--- src/rtl/i2c_pkg.sv ---
`default_nettype none
// ============================================================================
// Module      : i2c_pkg
// Description : Shared state encoding and bus-level constants for the I2C target.
// Revision    : 1.0 - initial release
// ============================================================================
package i2c_pkg;

    typedef enum logic [2:0] {
        ST_IDLE     = 3'd0,
        ST_ADDR     = 3'd1,
        ST_ACK_ADDR = 3'd2,
        ST_REG      = 3'd3,
        ST_ACK_REG  = 3'd4,
        ST_DATA     = 3'd5,
        ST_ACK_DATA = 3'd6,
        ST_IGNORE   = 3'd7
    } i2c_state_t;

    localparam logic c_ACK       = 1'b0;
    localparam logic c_NACK      = 1'b1;
    localparam logic c_I2C_WRITE = 1'b0;

endpackage
`default_nettype wire

--- src/rtl/i2c_line_sync.sv ---
`default_nettype none
// ============================================================================
// Module      : i2c_line_sync
// Description : SCL/SDA synchronisers with edge, START and STOP pulse detection.
// Revision    : 1.0 - initial release
// ============================================================================
module i2c_line_sync (
    input  logic i_clk,
    input  logic i_rst,
    input  logic i_scl,
    input  logic i_sda,
    output logic o_scl_rise,
    output logic o_scl_fall,
    output logic o_start_det,
    output logic o_stop_det,
    output logic o_sda
);

    logic r_scl_meta, r_scl_sync, r_scl_hist;
    logic r_sda_meta, r_sda_sync, r_sda_hist;
    logic w_scl_rise, w_scl_fall, w_start, w_stop;

    assign w_scl_rise = r_scl_sync & ~r_scl_hist;
    assign w_scl_fall = ~r_scl_sync & r_scl_hist;
    assign w_start    = r_scl_sync & r_scl_hist & ~r_sda_sync & r_sda_hist;
    assign w_stop     = r_scl_sync & r_scl_hist & r_sda_sync & ~r_sda_hist;

    // Lines reset to the idle-high level so no spurious event fires after reset.
    always_ff @(posedge i_clk or posedge i_rst) begin
        if (i_rst) begin
            r_scl_meta  <= 1'b1;
            r_scl_sync  <= 1'b1;
            r_scl_hist  <= 1'b1;
            r_sda_meta  <= 1'b1;
            r_sda_sync  <= 1'b1;
            r_sda_hist  <= 1'b1;
            o_scl_rise  <= 1'b0;
            o_scl_fall  <= 1'b0;
            o_start_det <= 1'b0;
            o_stop_det  <= 1'b0;
            o_sda       <= 1'b1;
        end else begin
            r_scl_meta  <= i_scl;
            r_scl_sync  <= r_scl_meta;
            r_scl_hist  <= r_scl_sync;
            r_sda_meta  <= i_sda;
            r_sda_sync  <= r_sda_meta;
            r_sda_hist  <= r_sda_sync;
            o_scl_rise  <= w_scl_rise;
            o_scl_fall  <= w_scl_fall;
            o_start_det <= w_start;
            o_stop_det  <= w_stop;
            o_sda       <= r_sda_sync;
        end
    end

endmodule
`default_nettype wire

--- src/rtl/i2c_slave_reg_receiver.sv ---
`default_nettype none
// ============================================================================
// Module      : i2c_slave_reg_receiver
// Description : Write-only I2C target that turns frames into register strobes.
// Revision    : 1.0 - initial release
// ============================================================================
module i2c_slave_reg_receiver
    import i2c_pkg::*;
#(
    parameter logic [6:0] SLAVE_ADDR = 7'h40,
    parameter int         AUTO_INC   = 1
) (
    input  logic       i_clk,
    input  logic       i_rst,
    input  logic       i_scl,
    input  logic       i_sda,
    output logic       o_sda_oe,
    output logic       o_wr_en,
    output logic [7:0] o_wr_addr,
    output logic [7:0] o_wr_data,
    output logic       o_busy
);

    logic       w_scl_rise, w_scl_fall, w_start, w_stop, w_sda;
    i2c_state_t r_state;
    logic [2:0] r_bit_cnt;
    logic [7:0] r_shift;
    logic [7:0] r_reg_ptr;
    logic       r_byte_done;
    logic       w_in_byte;
    logic       w_addr_hit;

    i2c_line_sync u_line_sync (
        .i_clk       (i_clk),
        .i_rst       (i_rst),
        .i_scl       (i_scl),
        .i_sda       (i_sda),
        .o_scl_rise  (w_scl_rise),
        .o_scl_fall  (w_scl_fall),
        .o_start_det (w_start),
        .o_stop_det  (w_stop),
        .o_sda       (w_sda)
    );

    assign w_in_byte  = (r_state == ST_ADDR) || (r_state == ST_REG) || (r_state == ST_DATA);
    assign w_addr_hit = (r_shift[7:1] == SLAVE_ADDR) && (r_shift[0] == c_I2C_WRITE);

    always_ff @(posedge i_clk or posedge i_rst) begin
        if (i_rst) begin
            r_state     <= ST_IDLE;
            r_bit_cnt   <= 3'd0;
            r_shift     <= 8'd0;
            r_reg_ptr   <= 8'd0;
            r_byte_done <= 1'b0;
            o_sda_oe    <= 1'b0;
            o_wr_en     <= 1'b0;
            o_wr_addr   <= 8'd0;
            o_wr_data   <= 8'd0;
            o_busy      <= 1'b0;
        end else begin
            o_wr_en <= 1'b0;
            if (w_start) begin
                r_state     <= ST_ADDR;
                r_bit_cnt   <= 3'd0;
                r_byte_done <= 1'b0;
                o_sda_oe    <= 1'b0;
                o_busy      <= 1'b1;
            end else if (w_stop) begin
                r_state     <= ST_IDLE;
                r_bit_cnt   <= 3'd0;
                r_byte_done <= 1'b0;
                o_sda_oe    <= 1'b0;
                o_busy      <= 1'b0;
            end else if (w_scl_rise) begin
                r_shift   <= {r_shift[6:0], w_sda};
                r_bit_cnt <= r_bit_cnt + 3'd1;
                if (w_in_byte && (r_bit_cnt == 3'd7)) begin
                    r_byte_done <= 1'b1;
                end
            end else if (w_scl_fall) begin
                // Byte decisions and ACK release both happen on SCL low, never while SCL is high.
                unique case (r_state)
                    ST_ADDR: begin
                        if (r_byte_done) begin
                            r_byte_done <= 1'b0;
                            if (w_addr_hit) begin
                                o_sda_oe <= 1'b1;
                                r_state  <= ST_ACK_ADDR;
                            end else begin
                                r_state  <= ST_IGNORE;
                            end
                        end
                    end
                    ST_REG: begin
                        if (r_byte_done) begin
                            r_byte_done <= 1'b0;
                            r_reg_ptr   <= r_shift;
                            o_sda_oe    <= 1'b1;
                            r_state     <= ST_ACK_REG;
                        end
                    end
                    ST_DATA: begin
                        if (r_byte_done) begin
                            r_byte_done <= 1'b0;
                            o_wr_en     <= 1'b1;
                            o_wr_addr   <= r_reg_ptr;
                            o_wr_data   <= r_shift;
                            if (AUTO_INC != 0) begin
                                r_reg_ptr <= r_reg_ptr + 8'd1;
                            end
                            o_sda_oe    <= 1'b1;
                            r_state     <= ST_ACK_DATA;
                        end
                    end
                    ST_ACK_ADDR, ST_ACK_REG, ST_ACK_DATA: begin
                        o_sda_oe  <= 1'b0;
                        r_bit_cnt <= 3'd0;
                        r_state   <= (r_state == ST_ACK_ADDR) ? ST_REG : ST_DATA;
                    end
                    default: begin
                        o_sda_oe <= 1'b0;
                    end
                endcase
            end
        end
    end

endmodule
`default_nettype wire

--- config.mk ---
export PLATFORM = sky130hd
export DESIGN_NAME = i2c_slave_reg_receiver
export DESIGN_NICKNAME = d
export VERILOG_FILES = /design/src/rtl/i2c_pkg.sv /design/src/rtl/i2c_line_sync.sv /design/src/rtl/i2c_slave_reg_receiver.sv
export SDC_FILE = /design/constraint.sdc
export NUM_CORES = 1
export LEC_CHECK = 0
export CORE_ASPECT_RATIO = 0.7
export CORE_MARGIN = 2
export CORE_UTILIZATION = 45
export CTS_BUF_LIST = sky130_fd_sc_hd__clkbuf_8
export CTS_CLUSTER_SIZE = 24
export DETAILED_ROUTE_END_ITERATION = 8
export PLACE_DENSITY_LB_ADDON = 0.25
export SETUP_SLACK_MARGIN = 0.1
export SLEW_MARGIN = 20
export SYNTH_ARGS = -nofsm -noshare
export SYNTH_HDL_FRONTEND = slang
export SYNTH_HIERARCHICAL = 1
export SYNTH_SLANG_ARGS = --single-unit
--- constraint.sdc ---
create_clock -name i_clk -period 2.1 [get_ports i_clk]
set_clock_uncertainty 0.15 [all_clocks]
set_input_delay 0.63 -clock i_clk [delete_from_list [all_inputs] [get_ports i_clk]]
set_output_delay 0.63 -clock i_clk [all_outputs]
set_load 0.005 [all_outputs]
==> results_tabular.tex, run 1 <==
\begin{tabular}{lr}
\hline
Metric & Value \\
\hline
\multicolumn{2}{l}{\textbf{Route}} \\
\quad Initial detailed-routing violation count & 134 \\
\quad Vias per Instance & $\sim$5.5 \\
\quad Total DRC errors in the routed layout & 0 \\
\quad Final antenna-violating net count & 0 \\
\quad Routed wire length per instance & 15.84 um \\
\quad Total via count after detailed routing & $\sim$1600 \\
\quad Total wire length & 4.498 mm \\
\quad 1st-pass router iterations & 6 \\
\multicolumn{2}{l}{\textbf{Timing}} \\
\quad Headroom to the max-slew limit & approximately 60\% \\
\quad Fin worst setup slack & 0.1203 ns \\
\quad Setup repair after global routing missed its margin & no \\
\quad Final count of negative-setup-slack endpoints & 0 \\
\quad Worst slew pin tran & slightly below 0.6 ns \\
\quad Max Clk Rate & a little over 500 MHz \\
\quad Final hold violations & 0 \\
\quad Share of the cycle needed by the critical path after routing & between 90\% and 100\% \\
\quad Crit path time final & about 2 ns \\
\quad Accumulated negative setup slack & 0 ns \\
\quad Pins Over Slew Limit & 0 \\
\multicolumn{2}{l}{\textbf{Status}} \\
\quad Result of the run & finished, final reports clean \\
\multicolumn{2}{l}{\textbf{Place}} \\
\quad Hpwl dp & about 3.0 mm \\
\quad Worst-case setup slack after placement & 0.1614 ns \\
\quad Number of I/O port buffers & 22 \\
\quad Weighted congestion at the end of routability-driven global placement & 0.8058 \\
\multicolumn{2}{l}{\textbf{Synthesis}} \\
\quad Top FF cell, synth & dfrtp\_1 \\
\quad Synth area leaders & dfrtp\_1 (50\%), mux2\_2 (7.8\%), dfstp\_2 (6.8\%) \\
\quad Fraction of synthesis flops using an asynchronous set or reset pin & 100.0\% \\
\quad Commonest cells in the synthesized netlist & dfrtp\_1 (46), mux2\_2 (16), nand2\_1 (11), nor2\_1 (11), o21ai\_0 (11) \\
\quad Library cells used by synthesis & 52 \\
\quad Fraction of synthesized cell area taken by the top area cell type & 49.76\% \\
\quad Cell taking the most area after synthesis & dfrtp\_1 \\
\quad Proportion of synthesized chip area in sequential cells & between 50 and 60\% \\
\quad Number of instances in the synthesized netlist & between 150 and 200 \\
\quad Cell area after synthesis & around 2300 um\^{}2 \\
\quad Number of flip-flops and latches in the synthesized netlist & 52 \\
\quad Dominant cell by count in the synthesized netlist & dfrtp\_1 \\
\quad Syn\_nets & around 190 \\
\quad Number of warnings printed during yosys synthesis & 6 \\
\quad Average instance area after synthesis & 12.57 um\^{}2 \\
\quad Count of flip-flops with a built-in enable after synthesis & 0 \\
\multicolumn{2}{l}{\textbf{Floorplanning}} \\
\quad Placement row count & 21 \\
\quad Effective utilization at floorplan & $\sim$48\% \\
\quad Floorplan Core Area & just under 5000 um\^{}2 \\
\quad Die Area & approximately 5700 um\^{}2 \\
\quad Die H & 63.99 um \\
\quad Width of the die & between 80 and 90 um \\
\quad IO Pins & 23 \\
\multicolumn{2}{l}{\textbf{Global route}} \\
\quad Wire length of the first global-routing pass & 7.693 mm \\
\quad Vias in the first global route & approximately 1600 \\
\quad Largest net degree at the start of global routing & 43 \\
\quad Number of antenna violations at the first check in global routing & 0 \\
\quad Gr usage total & $\sim$17\% \\
\quad Residual overflow from global routing & 0 \\
\multicolumn{2}{l}{\textbf{Worst setup path}} \\
\quad Arrival @ worst endpoint & $\sim$1.2 ns \\
\quad Critical-path cell list & clkdlybuf4s50\_1 \\
\quad Kind of critical path & flop to output pin \\
\quad Slowest stage cell on the critical path & clkdlybuf4s50\_1 \\
\quad Peak per-stage delay on the critical path & $\sim$0.52 ns \\
\quad Req. time, crit path & approximately 1.3 ns \\
\quad Capturing element type of the critical path & output pin \\
\quad Worst path bufs/invs & 1 \\
\quad Critical path fanouts, max & 2 \\
\quad Startpoint type of the worst setup path & flop \\
\quad Cell class contributing the biggest share of worst-path delay & buffers and inverters \\
\multicolumn{2}{l}{\textbf{Cells and area}} \\
\quad Final net count & roughly 220 \\
\quad Fraction of layout instances using a drive strength above 1 & between 20\% and 30\% \\
\quad Antenna Diode Count & 0 \\
\quad Growth of design area from synthesis to finish & 19.79\% \\
\quad Fillcell total & 400 \\
\multicolumn{2}{l}{\textbf{CTS}} \\
\quad Clock tree from TritonCTS & done \\
\quad Worst-path clk slew & 0.10 ns \\
\quad Cts bufs inserted & 5 \\
\quad H-Tree Level Count & 2 \\
\quad CTS Hold Bufs & 0 \\
\quad Root Buffer Master & clkbuf\_8 \\
\quad Deepest clock path buffer count & 2 \\
\quad Clock latency of the later-clocked register in the worst-skew pair & between 0.3 and 0.4 ns \\
\quad TritonCTS Sinks & 52 \\
\multicolumn{2}{l}{\textbf{Worst hold path}} \\
\quad Class of the tightest hold or removal check & flop to flop \\
\multicolumn{2}{l}{\textbf{Run}} \\
\quad Number of max-capacitance violations reported & 0 \\
\multicolumn{2}{l}{\textbf{Power and ir drop}} \\
\quad Leakage dissipation & between 0.001 and 0.0015 uW \\
\quad Maximum vdd ir drop & approximately 0.42 mV \\
\quad Total power divided by cell area & around 900 nW/um\^{}2 \\
\hline
\end{tabular}
## sequential cells by signal (all words and copies together), names as in the netlist, 3 cells and up
| name | cells |
|---|---|
| o_wr_addr | 8 |
| o_wr_data | 8 |
| r_reg_ptr | 8 |
| r_shift | 8 |
| r_bit_cnt | 3 |
| r_state | 3 |
## metal layers
metal  vias to the layer above  share of wire, %  GRT usage (%)
met5                         -                 0              0
met4                         0               1.4          6.346
met3                         7               5.2          4.009
met2                        39                46          26.80
met1                       782                48          22.77
li1                        728                 -              -
## area by class of cell
type	instances	area (um^2)	area share [%]
Multi-Input combinational cell	117	914.6	33.00
Clock buffer	6	82.58	2.980
Inverter	5	18.77	0.6772
Sequential cell	52	1309	47.22
Tap cell	69	86.33	3.115
Timing Repair Buffer	33	347.8	12.55
Clock inverter	2	12.51	0.4515
## logic make-up after synthesis
group / share of synthesized area (%)
AND/OR/NAND/NOR: 10.71
XOR/XNOR: 0.3787
adder cells (fa/ha/maj): 1.623
multiplexers: 14.49
buffers and inverters: 3.948
flip-flops: 56.57
AO/OA/AOI/OAI: 12.28
## path summary, 6_finish.rpt
check,from,slack [ns],to,cells past startpoint
setup / recovery,o_wr_addr[4]$_DFFE_PP0P_,0.12,o_wr_addr[4],1
hold / removal,u_line_sync/r_scl_meta$_DFF_PP1_,0.21,u_line_sync/r_scl_sync$_DFF_PP1_,0
setup reg to reg,r_state[2]$_DFFE_PP0P_,0.14,o_wr_data[6]$_DFFE_PP0P_,4
hold reg to reg,u_line_sync/r_scl_meta$_DFF_PP1_,0.21,u_line_sync/r_scl_sync$_DFF_PP1_,0
max in group asynchronous,i_rst,1.03,r_shift[6]$_DFFE_PP0P_,3
min in group asynchronous,i_rst,0.47,u_line_sync/o_scl_rise$_DFF_PP0_,2
## layout by cell type (no fill, tap or decap), types with 3 or more instances in the layout
cell | synthesis | layout
buf_12 | 1 | 3
a22oi_1 | 3 | 3
dfrtp_1 | 46 | 46
dfstp_2 | 6 | 6
clkdlybuf4s50_1 | 0 | 19
clkbuf_8 | 0 | 6
o21ai_0 | 11 | 11
a21oi_1 | 8 | 8
inv_1 | 5 | 6
mux2_2 | 16 | 16
dlymetal6s2s_1 | 0 | 3
nand2_1 | 11 | 11
buf_4 | 1 | 8
mux2_4 | 9 | 9
ha_1 | 3 | 3
nor2_1 | 11 | 11
## through the flow
stage               hold WS, ns  utilization, %  power, uW  cell area [um^2]  std cells
floorplan                0.1952               -       1710              2313        184
global placement         0.1976           53.28       1843              2590        269
detailed placement       0.1988           53.28       1887              2590        269
CTS                      0.2121           55.24       2481              2685        277
global route             0.2151           57.01       2611              2771        284
finish                   0.2100           57.01       2483              2771        284
## what timing repair did
| item | CTS | global route |
|---|---|---|
| setup endpoints to repair | 0 | 18 |
| setup buffers | 0 | 7 |
| resized for setup | 0 | 4 |
| endpoints found under the hold margin | 0 | 0 |
## power by group
| part | internal [uW] | switching, uW | total, uW |
|---|---|---|---|
| registers | 1140 | 184 | 1330 |
| clock network | 266 | 331 | 596 |
| logic | 295 | 265 | 559 |
| total | 1700 | 779 | 2480 |
No activity file was read; power rests on OpenSTA's default activity.
==> run 2: changes to the inputs <==
==> constraint.sdc (replaced) <==
create_clock -name i_clk -period 2.1 [get_ports i_clk]
set_clock_uncertainty 0.15 [all_clocks]
set_input_delay 0.42 -clock i_clk [delete_from_list [all_inputs] [get_ports i_clk]]
set_output_delay 0.42 -clock i_clk [all_outputs]
set_load 0.005 [all_outputs]
==> run 2 against run 1 <==
Against the previous run:
- via count decreased by 1.6%
- die area unchanged
- final area decreased by 2.5%
- hold slack improved by 0.0038 ns
- fmax is 4.4% higher
- clock power decreased by 4.0%
- power decreased by 1.9%
- critical path depth rose by 3
- sequential cell count is the same
- critical path type is now flop to flop
==> results_tabular.tex, run 2 (synthesis gave the netlist of run 1 again) <==
\begin{tabular}{lr}
\hline
Metric & Value \\
\hline
\multicolumn{2}{l}{\textbf{Global route}} \\
\quad Number of antenna violations at the first check in global routing & 0 (unchanged) \\
\quad Largest net degree at the start of global routing & 43 (unchanged) \\
\quad Residual overflow from global routing & 0 (unchanged) \\
\quad Met1 track utilization from global routing & 19.92\% (was 22.77\%) \\
\quad Busiest layer in global routing & met2 (unchanged) \\
\quad Met3 track utilization from global routing & 5.542\% (was 4.009\%) \\
\quad Met2 layer usage reported by global route & 24.72\% (was 26.80\%) \\
\quad Vias in the first global route & 1495 (was 1613) \\
\quad Gr usage total & 15.67\% (was 16.85\%) \\
\quad Wire length of the first global-routing pass & 7.031 mm (was 7.693 mm) \\
\multicolumn{2}{l}{\textbf{CTS}} \\
\quad Root Buffer Master & clkbuf\_8 (unchanged) \\
\quad Clock latency of the later-clocked register in the worst-skew pair & 0.31 ns (about the same) \\
\quad Worst-path clk slew & 0.09 ns (was 0.10 ns) \\
\quad TritonCTS Sinks & 52 (unchanged) \\
\quad Deepest clock path buffer count & 2 (unchanged) \\
\quad CTS Hold Bufs & 0 (unchanged) \\
\quad Cts bufs inserted & 5 (unchanged) \\
\quad H-Tree Level Count & 2 (unchanged) \\
\quad Clock tree from TritonCTS & done (unchanged) \\
\multicolumn{2}{l}{\textbf{Route}} \\
\quad Initial detailed-routing violation count & 94 (was 134) \\
\quad 1st-pass router iterations & 4 (was 6) \\
\quad Routed wire length per instance & 14.75 um (was 15.84 um) \\
\quad Total via count after detailed routing & 1531 (was 1556) \\
\quad Total wire length & 4.131 mm (was 4.498 mm) \\
\quad Vias per Instance & 5.468 (was 5.479) \\
\quad Final antenna-violating net count & 0 (unchanged) \\
\quad Total DRC errors in the routed layout & 0 (unchanged) \\
\multicolumn{2}{l}{\textbf{Floorplanning}} \\
\quad Width of the die & 89.70 um (unchanged) \\
\quad Floorplan Core Area & 4861 um\^{}2 (unchanged) \\
\quad Effective utilization at floorplan & 47.59\% (unchanged) \\
\quad IO Pins & 23 (unchanged) \\
\quad Die H & 63.99 um (unchanged) \\
\quad Die Area & 5740 um\^{}2 (unchanged) \\
\quad Placement row count & 21 (unchanged) \\
\multicolumn{2}{l}{\textbf{Status}} \\
\quad Result of the run & finished, final reports clean (unchanged) \\
\multicolumn{2}{l}{\textbf{Worst hold path}} \\
\quad Class of the tightest hold or removal check & flop to flop (unchanged) \\
\multicolumn{2}{l}{\textbf{Worst setup path}} \\
\quad Worst reg2reg setup slack & 0.20 ns (was 0.14 ns) \\
\quad Number of cells on the worst reg-to-reg path & 4 (unchanged) \\
\quad Launching point of the worst reg2reg path & r\_state[2]\$\_DFFE\_PP0P\_ (unchanged) \\
\quad Critical R2R Capture & o\_wr\_data[5]\$\_DFFE\_PP0P\_ (was o\_wr\_data[6]\$\_DFFE\_PP0P\_) \\
\quad Kind of critical path & flop to flop (was flop to output pin) \\
\quad Termination of the worst setup path & o\_wr\_data[5]\$\_DFFE\_PP0P\_ (was o\_wr\_addr[4]) \\
\quad Capturing element type of the critical path & flop (was output pin) \\
\quad Req. time, crit path & 2.15 ns (was 1.32 ns) \\
\quad Startpoint type of the worst setup path & flop (unchanged) \\
\quad Critical path fanouts, max & 12 (was 2) \\
\quad Arrival @ worst endpoint & 1.94 ns (was 1.20 ns) \\
\quad Startpoint of the worst setup timing path & r\_state[2]\$\_DFFE\_PP0P\_ (was o\_wr\_addr[4]\$\_DFFE\_PP0P\_) \\
\multicolumn{2}{l}{\textbf{Place}} \\
\quad Number of I/O port buffers & 22 (unchanged) \\
\quad Standard cell area after detailed placement & 2577 um\^{}2 (was 2590 um\^{}2) \\
\quad Weighted congestion at the end of routability-driven global placement & 0.8079 (was 0.8058) \\
\quad Total instance count after detailed placement & 269 (unchanged) \\
\quad Hpwl dp & 2.916 mm (was 3.010 mm) \\
\quad Worst-case setup slack after placement & 0.1486 ns (was 0.1614 ns) \\
\multicolumn{2}{l}{\textbf{Timing}} \\
\quad Final hold violations & 0 (unchanged) \\
\quad Worst slew pin tran & 0.6232 ns (was 0.5957 ns) \\
\quad Fin worst setup slack & 0.2035 ns (was 0.1203 ns) \\
\quad Headroom to the max-slew limit & 57.38\% (was 60.19\%) \\
\quad Accumulated negative setup slack & 0 ns (unchanged) \\
\quad Crit path time final & 1.896 ns (was 1.980 ns) \\
\quad Final count of negative-setup-slack endpoints & 0 (unchanged) \\
\quad Max Clk Rate & 527.3 MHz (was 505.1 MHz) \\
\quad Pins Over Slew Limit & 0 (unchanged) \\
\quad Setup repair after global routing missed its margin & no (unchanged) \\
\quad Share of the cycle needed by the critical path after routing & 90.31\% (was 94.27\%) \\
\multicolumn{2}{l}{\textbf{Cells and area}} \\
\quad Antenna Diode Count & 0 (unchanged) \\
\quad Layout Cell Area excl Fill & 2703 um\^{}2 (was 2771 um\^{}2) \\
\quad Most frequent cells in the layout & dfrtp\_1 (46), clkdlybuf4s50\_1 (22), mux2\_2 (16) (was dfrtp\_1 (46), clkdlybuf4s50\_1 (19), mux2\_2 (16)) \\
\quad Fillcell total & 420 (was 400) \\
\quad Final core occ & 55.60\% (was 57.01\%) \\
\quad Fraction of layout instances using a drive strength above 1 & 25.12\% (was 26.05\%) \\
\quad Growth of design area from synthesis to finish & 16.82\% (was 19.79\%) \\
\quad Final net count & 217 (was 221) \\
\quad Final non-filler cell total & 280 (was 284) \\
\quad Most common library cell in the layout ignoring fill and taps & dfrtp\_1 (unchanged) \\
\multicolumn{2}{l}{\textbf{Power and ir drop}} \\
\quad Leakage dissipation & 0.001236 uW (was 0.001330 uW) \\
\quad Total power divided by cell area & 901.2 nW/um\^{}2 (was 895.8 nW/um\^{}2) \\
\quad Maximum vdd ir drop & 0.3487 mV (was 0.4191 mV) \\
\multicolumn{2}{l}{\textbf{Run}} \\
\quad Number of max-capacitance violations reported & 0 (unchanged) \\
\hline
\end{tabular}
run 2: cell count changes in the layout (fill, tap and decap cells not counted), moves of 2 or more:
cell / previous run / this run
buf_4: 8 / 6
buf_12: 3 / 1
dlymetal6s2s_1: 3 / 0
clkdlybuf4s50_1: 19 / 22
run 2: worst min path at each step:
stage / startpoint / endpoint / slack [ns] / depth (start not counted)
floorplan: i_rst / u_line_sync/o_scl_fall$_DFF_PP0_ / 0.11 / 1
global placement: u_line_sync/r_scl_meta$_DFF_PP1_ / u_line_sync/r_scl_sync$_DFF_PP1_ / 0.20 / 0
detailed placement: u_line_sync/r_scl_meta$_DFF_PP1_ / u_line_sync/r_scl_sync$_DFF_PP1_ / 0.20 / 0
CTS: u_line_sync/r_scl_meta$_DFF_PP1_ / u_line_sync/r_scl_sync$_DFF_PP1_ / 0.22 / 0
global route: u_line_sync/r_scl_meta$_DFF_PP1_ / u_line_sync/r_scl_sync$_DFF_PP1_ / 0.22 / 0
finish: u_line_sync/r_scl_meta$_DFF_PP1_ / u_line_sync/r_scl_sync$_DFF_PP1_ / 0.21 / 0
run 2: power by group:
part / internal (uW) / switching (uW) / total [uW] / leakage (uW)
logic: 287 / 254 / 541 / 0.000515
registers: 1140 / 179 / 1320 / 0.000677
clock network: 237 / 336 / 572 / 0.0000445
total: 1670 / 769 / 2440 / 0.00124
run 2: area by class of cell:
type | instances | area, um^2 | area share (%)
inverters | 5 | 18.77 | 0.6944
multi-input cells | 117 | 913.4 | 33.80
well taps | 69 | 86.33 | 3.194
repair buffers | 29 | 285.3 | 10.56
flip-flops and latches | 52 | 1309 | 48.43
clock inverters | 3 | 21.27 | 0.7870
clock buffers | 5 | 68.82 | 2.546
run 2: per-stage QoR:
stage / hold slack [ns] / total power (uW)
after floorplan: 0.1059 / 1710
after global placement: 0.1976 / 1841
after detailed placement: 0.2008 / 1879
after CTS: 0.2154 / 2456
after global routing: 0.2189 / 2581
final: 0.2138 / 2436
run 2: worst max-delay path, stage by stage, from the launching register on:
cell and delay (ns):
dfrtp_1 0.52, and3b_1 0.37, and3_4 0.26, buf_12 0.15
mux2_2 0.34
run 2: timing repair:
| item | 4_1_cts | 5_1_grt |
|---|---|---|
| setup endpoints to repair | 0 | 13 |
| resized for setup | 0 | 0 |
| buffers inserted | 0 | 3 |
run 2: routing by layer:
| layer | vias up | wire length, um |
|---|---|---|
| met2 | 50 | 1918 |
| met3 | 8 | 232 |
| li1 | 717 | - |
| met1 | 756 | 1907 |
| met4 | 0 | 73 |
| met5 | - | 0 |
